File: config.mk
export PLATFORM = sky130hd
export DESIGN_NAME = fwd_hazard_tracker
export DESIGN_NICKNAME = d
export VERILOG_FILES = /design/src/rtl/fwd_hazard_tracker.sv
export SDC_FILE = /design/constraint.sdc
export NUM_CORES = 1
export LEC_CHECK = 0
export CAP_MARGIN = 15
export CELL_PAD_IN_SITES_DETAIL_PLACEMENT = 1
export CELL_PAD_IN_SITES_GLOBAL_PLACEMENT = 1
export CORE_MARGIN = 5
export CORE_UTILIZATION = 39
export CTS_CLUSTER_DIAMETER = 30
export DETAILED_ROUTE_END_ITERATION = 12
export PLACE_DENSITY = 0.86
export SLEW_MARGIN = 15
export SYNTH_ARGS = -nofsm -noshare
export SYNTH_HDL_FRONTEND = slang
export SYNTH_SLANG_ARGS = --single-unit
export TNS_END_PERCENT = 30
File: constraint.sdc
create_clock -name clk -period 1.9 [get_ports clk]
set_input_delay 0.38 -clock clk [delete_from_list [all_inputs] [get_ports clk]]
set_output_delay 0.38 -clock clk [all_outputs]
set_load 0.05 [all_outputs]
File: src/rtl/fwd_hazard_tracker.sv
// fwd_hazard_tracker: forwarding select and load-use stall unit.
// Tracks writer tags for NUM_STAGES stages after ID in a shadow pipeline.
// Each ID source gets the nearest matching writer stage. A stall is raised
// when that nearest writer is a load whose data is not yet forwardable.
// Optional feature macro: STALL_CNT_EN adds the stall_cycles counter port.
module fwd_hazard_tracker #(
    parameter int unsigned REG_ADDR_W = 5,
    parameter int unsigned NUM_SRC    = 2,
    parameter int unsigned NUM_STAGES = 3,
    parameter int unsigned LOAD_STAGE = 2,
    localparam int unsigned SEL_W     = $clog2(NUM_STAGES + 1)
) (
    input  logic                          clk,
    input  logic                          rst_n,
    input  logic                          id_valid,
    input  logic [REG_ADDR_W-1:0]         id_rd,
    input  logic                          id_reg_write,
    input  logic                          id_is_load,
    input  logic [NUM_SRC*REG_ADDR_W-1:0] id_rs,
    input  logic                          hold,
    input  logic                          flush,
    output logic [NUM_SRC*SEL_W-1:0]      fwd_sel,
    output logic                          stall
`ifdef STALL_CNT_EN
    ,
    output logic [31:0]                   stall_cycles
`endif
);

    // Shadow stage state; index j holds stage j+1.
    logic                  valid_q     [NUM_STAGES];
    logic [REG_ADDR_W-1:0] rd_q        [NUM_STAGES];
    logic                  reg_write_q [NUM_STAGES];
    logic                  is_load_q   [NUM_STAGES];

    logic [NUM_STAGES-1:0] cand;
    logic                  stall_raw;
    logic [REG_ADDR_W-1:0] src;
    logic [SEL_W-1:0]      sel;
    logic                  ld_early;

    // Stage is a forwarding candidate when it really writes a non-zero register.
    always_comb begin
        cand = '0;
        for (int j = 0; j < NUM_STAGES; j++) begin
            cand[j] = valid_q[j] && reg_write_q[j] && (rd_q[j] != '0);
        end
    end

    // Per-source nearest-writer search; scanning from the oldest lets the youngest win.
    always_comb begin
        fwd_sel   = '0;
        stall_raw = 1'b0;
        src       = '0;
        sel       = '0;
        ld_early  = 1'b0;
        for (int i = 0; i < NUM_SRC; i++) begin
            src      = id_rs[i*REG_ADDR_W +: REG_ADDR_W];
            sel      = '0;
            ld_early = 1'b0;
            for (int j = NUM_STAGES - 1; j >= 0; j--) begin
                if (cand[j] && (rd_q[j] == src)) begin
                    sel      = SEL_W'(j + 1);
                    ld_early = is_load_q[j] && ((j + 1) < int'(LOAD_STAGE));
                end
            end
            if (!id_valid || (src == '0)) begin
                sel      = '0;
                ld_early = 1'b0;
            end
            fwd_sel[i*SEL_W +: SEL_W] = sel;
            stall_raw = stall_raw | ld_early;
        end
    end

    // Stall only for a live ID instruction that is neither flushed nor frozen.
    always_comb begin
        stall = stall_raw && id_valid && !flush && !hold;
    end

    // Shadow pipeline advance: freeze on hold (flush still kills stage 1), else shift.
    always_ff @(posedge clk or negedge rst_n) begin
        if (!rst_n) begin
            for (int j = 0; j < NUM_STAGES; j++) begin
                valid_q[j]     <= 1'b0;
                rd_q[j]        <= '0;
                reg_write_q[j] <= 1'b0;
                is_load_q[j]   <= 1'b0;
            end
        end else if (hold) begin
            valid_q[0] <= valid_q[0] && !flush;
        end else begin
            for (int j = NUM_STAGES - 1; j > 0; j--) begin
                valid_q[j]     <= valid_q[j-1];
                rd_q[j]        <= rd_q[j-1];
                reg_write_q[j] <= reg_write_q[j-1];
                is_load_q[j]   <= is_load_q[j-1];
            end
            valid_q[0]     <= id_valid && !flush && !stall;
            rd_q[0]        <= id_rd;
            reg_write_q[0] <= id_reg_write;
            is_load_q[0]   <= id_is_load;
        end
    end

`ifdef STALL_CNT_EN
    logic [31:0] stall_cnt_q;

    // Saturating count of stalled clocks; stall is already low while hold is set.
    always_ff @(posedge clk or negedge rst_n) begin
        if (!rst_n) begin
            stall_cnt_q <= '0;
        end else if (stall && !hold && (stall_cnt_q != 32'hFFFF_FFFF)) begin
            stall_cnt_q <= stall_cnt_q + 32'd1;
        end
    end

    assign stall_cycles = stall_cnt_q;
`endif

endmodule

Word level (Yosys, flattened, before mapping)
Cells that the tools add are included. W data, S select, Z words.

Input port bits: 22. Word-level logic and storage cells: 59. Bits in registers: 22. Output and inout port bits: 5.

Bitwise logic cells: 1. Reduce and logical (&&, ||, !) cells: 29. Equality and inequality tests: 6. Muxes and demuxes: 13.

Operators by type and width (count): $eq A5 B5 Y1 (6); $logic_and A1 B1 Y1 (18); $mux W2 (8); $reduce_bool A5 Y1 (3); $logic_not A5 Y1 (2); $mux W1 (5); $logic_not A1 Y1 (4); $logic_or A1 B1 Y1 (2); $or A1 B1 Y1 (1).

Longest topological paths before layout
Depth in word-level cells: 12. Depth in mapped cells: 6. Mapped depth without buffers: 5.

Worst setup path after synthesis
No wires, ideal clock.

Path kind: input to output. Start: input id_rs[5]. End: output stall. Data required time: 1520 ps. Slack: -1122 ps. Stages: 6. Arrival time: 2642 ps. Buffers on the path: 1. Cells stage by stage: clkbuf_1 > xnor2_1 > nand3_1 > nor2_1 > a22oi_2 > nor4b_1.

Cells in the longest elaborated chain, start to end: 8. Elaborated cells between the ends (all ways): 10. Those cells by class: 1 x eq/ne; 2 x mux; 1 x bitwise; 6 x reduce/logical.

RTL lines: start, declared (line 19) `input logic [NUM_SRC*REG_ADDR_W-1:0] id_rs,`; $eq A5 B5 Y1 (line 62) `if (cand[j] && (rd_q[j] == src)) begin`; $logic_and A1 B1 Y1 (line 62); $mux W1 (line 62); $mux W1 * (line 67) `if (!id_valid || (src == '0)) begin`; $or A1 B1 Y1 * (line 72) `stall_raw = stall_raw | ld_early;`; $logic_and A1 B1 Y1 * (3 in a row) (line 78) `stall = stall_raw && id_valid && !flush && !hold;`; end, declared (line 23) `output logic stall`.

Every way passes the cells marked *; elsewhere a longest branch is shown, timed or not.

Worst setup path after layout
Start: register rd_q[8] in the netlist's numbering. End: output fwd_sel[2].

Cells in the longest elaborated chain, start to end: 6. Elaborated cells between the ends (all ways): 7. Those cells by class: 1 x eq/ne; 3 x mux; 3 x reduce/logical.

RTL lines: start, declared (line 32) `logic [REG_ADDR_W-1:0] rd_q [NUM_STAGES];`; start signal, assigned by index (line 95) `rd_q[j] <= rd_q[j-1];`; $reduce_bool A5 Y1 (line 46) `cand[j] = valid_q[j] && reg_write_q[j] && (rd_q[j] != '0);`; $logic_and A1 B1 Y1 (line 46); $logic_and A1 B1 Y1 * (line 62); $mux W2 * (2 in a row) (line 62); $mux W2 * (line 67); end, declared (line 22) `output logic [NUM_SRC*SEL_W-1:0] fwd_sel,`.

Marked as above.

==> impl_metrics.toml <==
[layout]
fin_util_pct = 65.17
layout_common_cells = "buf_4, xnor2_1, mux2_2, dfrtp_1, clkdlybuf4s50_1"
layout_commonest_cell = "buf_4"
syn_to_final_growth_pct = 61.83
drive_above_1_share_pct = 48.96
finish.instance_area_sq_um = 2175
n_fill_cell = 368
finalNonFillerCells = 238
n_antenna_cell = 0
final_nets = 215

[global_route]
grt_max_degree = 23
antenna_found_initial = 0
grt-ovfl-total = 0
grtUsageTotal_pct = 20.96
grt_pass1_vias = 1449
grt_pass1_wl_um = 7072

[critical_path]
critPathRequiredTime_ns = 1.52
cp-start-kind = "flop"
cp_max_fo = 4
path_class = "flop to primary output"
cp.arrival_ns = 2.16
end_kind = "primary output"

[place]
placed_area_sq_um = 2019
dp_hpwl_um = 3604
port_buffers = 26
dp_slack_ns = -0.7440
globalplace.congestion = 0.9869
place_inst = 234

[floorplanning]
start_util_pct = 40.27
die_x_um = 68.70
fp.dieH_um = 68.70
fp.coreArea_sq_um = 3337
io_pins = 27
num_rows = 21
dieArea_sq_um = 4720

[clock_network]
cts_setup_buffers = 0
cts_tree = "done"
clock_latency_ns = 0.30
clk_pin_slew_worst_paths_ns = 0.12
cts_buffer_depth = 2
numClockSinks = 22
numCtsBuffers = 3
cts-root-buf = "clkbuf_4"
cts_max_level = 1
postCtsHoldBufs = 0

[timing]
fin_skew_ns = 0.003013
hold_viol = 0
fmaxAchievable_mhz = 393.6
fin_setup_tns_ns = -2.964
hold_slack_ns = 0.4107
rsz0062_at_grt = "yes"
finalSetupViolations = 5
slew-limit-headroom_pct = 74.78
drv_slew = 0
min_period_ns = 2.541
worstMarginPinSlew_ns = 0.3749
fin_ws_ns = -0.6407
fin_crit_sh_pct = 133.7

[pwr]
power_density_nw_per_um2 = 635.2
switchingPower_mw = 0.4451
p_int_mw = 0.9362
clkPwrFrac_pct = 18.3
peakVddDrop_v = 0.0006832
power_leakage_nw = 0.8627
pwr-share-seq_pct = 43.6
combPwrFrac_pct = 38.1
swShare_pct = 32.22
power_mw = 1.381

[logic_synthesis]
yosysWarningCount = 0
synth_nets = 148
syn_inst = 126
syn_area_sq_um = 1344
ys_seq_area_share_pct = 40.97
ys_seq_elements = 22
syn-mean-instance-area_sq_um = 10.66
synth_cell_type_count = 21

[route]
vias = 1256
viasPerCell = 5.277
ant_nets = 0
routed_wl_um = 4568
first_pass_iters = 4
wl_per_cell_um = 19.19
first_iter_violations = 52
drc_errors = 0

[worst_hold_path]
hold_class = "input pin to async pin"

[outcome]
violations = "negative setup slack"
status = "finished with violations"

[job]
drv_cap = 0
## path summary, 6_finish.rpt
path                                 from             end  slack (ns)  cells after the start
max                               rd_q[8]      fwd_sel[2]       -0.64                      6
min                                 rst_n      valid_q[1]        0.41                      2
max reg2reg                      rd_q[13]      valid_q[2]        0.19                      6
min reg2reg                reg_write_q[0]  reg_write_q[0]        0.54                      1
max in group asynchronous           rst_n         rd_q[8]        1.25                      2
min in group clk           reg_write_q[0]  reg_write_q[0]        0.54                      1
## timing repair
item | 4_1_cts | 5_1_grt
setup endpoints to repair | 5 | 5
pin swaps | 10 | 5
gates resized for setup | 23 | 6
## critical path, stage by stage (launching register included)
cell      delay, ns
dfrtp_2        0.47
or4_1          0.56
o211ai_4       0.27
or4_1          0.21
a21oi_4        0.08
nor2_4         0.10
buf_6          0.16
## cells in the mapped netlist, drive strengths merged
library cell | instances | area [sq um]
a21oi | 3 | 15.01
a22oi | 1 | 12.51
buf | 2 | 7.510
clkbuf | 1 | 3.750
dfrtp | 22 | 550.5
mux2 | 21 | 236.5
nand2 | 7 | 26.28
nand2b | 1 | 6.260
nand3 | 6 | 30.03
nor2 | 9 | 36.29
nor3 | 4 | 20.02
nor4 | 6 | 37.54
nor4b | 1 | 8.760
o211ai | 2 | 20.02
o21a | 1 | 7.510
o21ai | 2 | 10.01
or4 | 7 | 52.55
xnor2 | 23 | 201.4
xor2 | 7 | 61.31
## kinds of logic (layout without fill, tap and decap cells)
family | after synthesis | count (layout) | synth area share, %
AO/OA/AOI/OAI | 9 | 9 | 4.842
buffers and inverters | 3 | 69 | 0.8379
multiplexers | 21 | 21 | 17.60
XOR/XNOR | 30 | 30 | 19.55
flip-flops | 22 | 22 | 40.97
AND/OR/NAND/NOR | 41 | 41 | 16.20
## state kept, by name, indices dropped and copies added (netlist names)
signal and cells:
is_load_q 1, rd_q 15, valid_q 3, reg_write_q 3
## area by class of cell
class | instances | area (sq um) | share of cell area [%]
Timing Repair Buffer | 65 | 575.6 | 26.47
Tap cell | 46 | 57.56 | 2.647
Sequential cell | 22 | 551.8 | 25.37
Clock buffer | 4 | 36.28 | 1.669
Multi-Input combinational cell | 101 | 953.4 | 43.84
## power by group through the flow
stage	sequential (mW)	combinational [mW]	clock (mW)
floorplan	0.604	0.218	0
global placement	0.594	0.458	0
detailed placement	0.605	0.488	0
CTS	0.597	0.514	0.265
global route	0.609	0.564	0.284
finish	0.603	0.526	0.253
## layer usage
| metal | part of all wire (%) | global-route usage, % | vias up |
|---|---|---|---|
| li1 | - | - | 585 |
| met4 | 3.5 | 9.489 | 0 |
| met1 | 40 | 24.42 | 619 |
| met3 | 3.8 | 1.783 | 15 |
| met5 | 0 | 0 | - |
| met2 | 53 | 38.62 | 37 |
(Power assumes the default switching activity.)
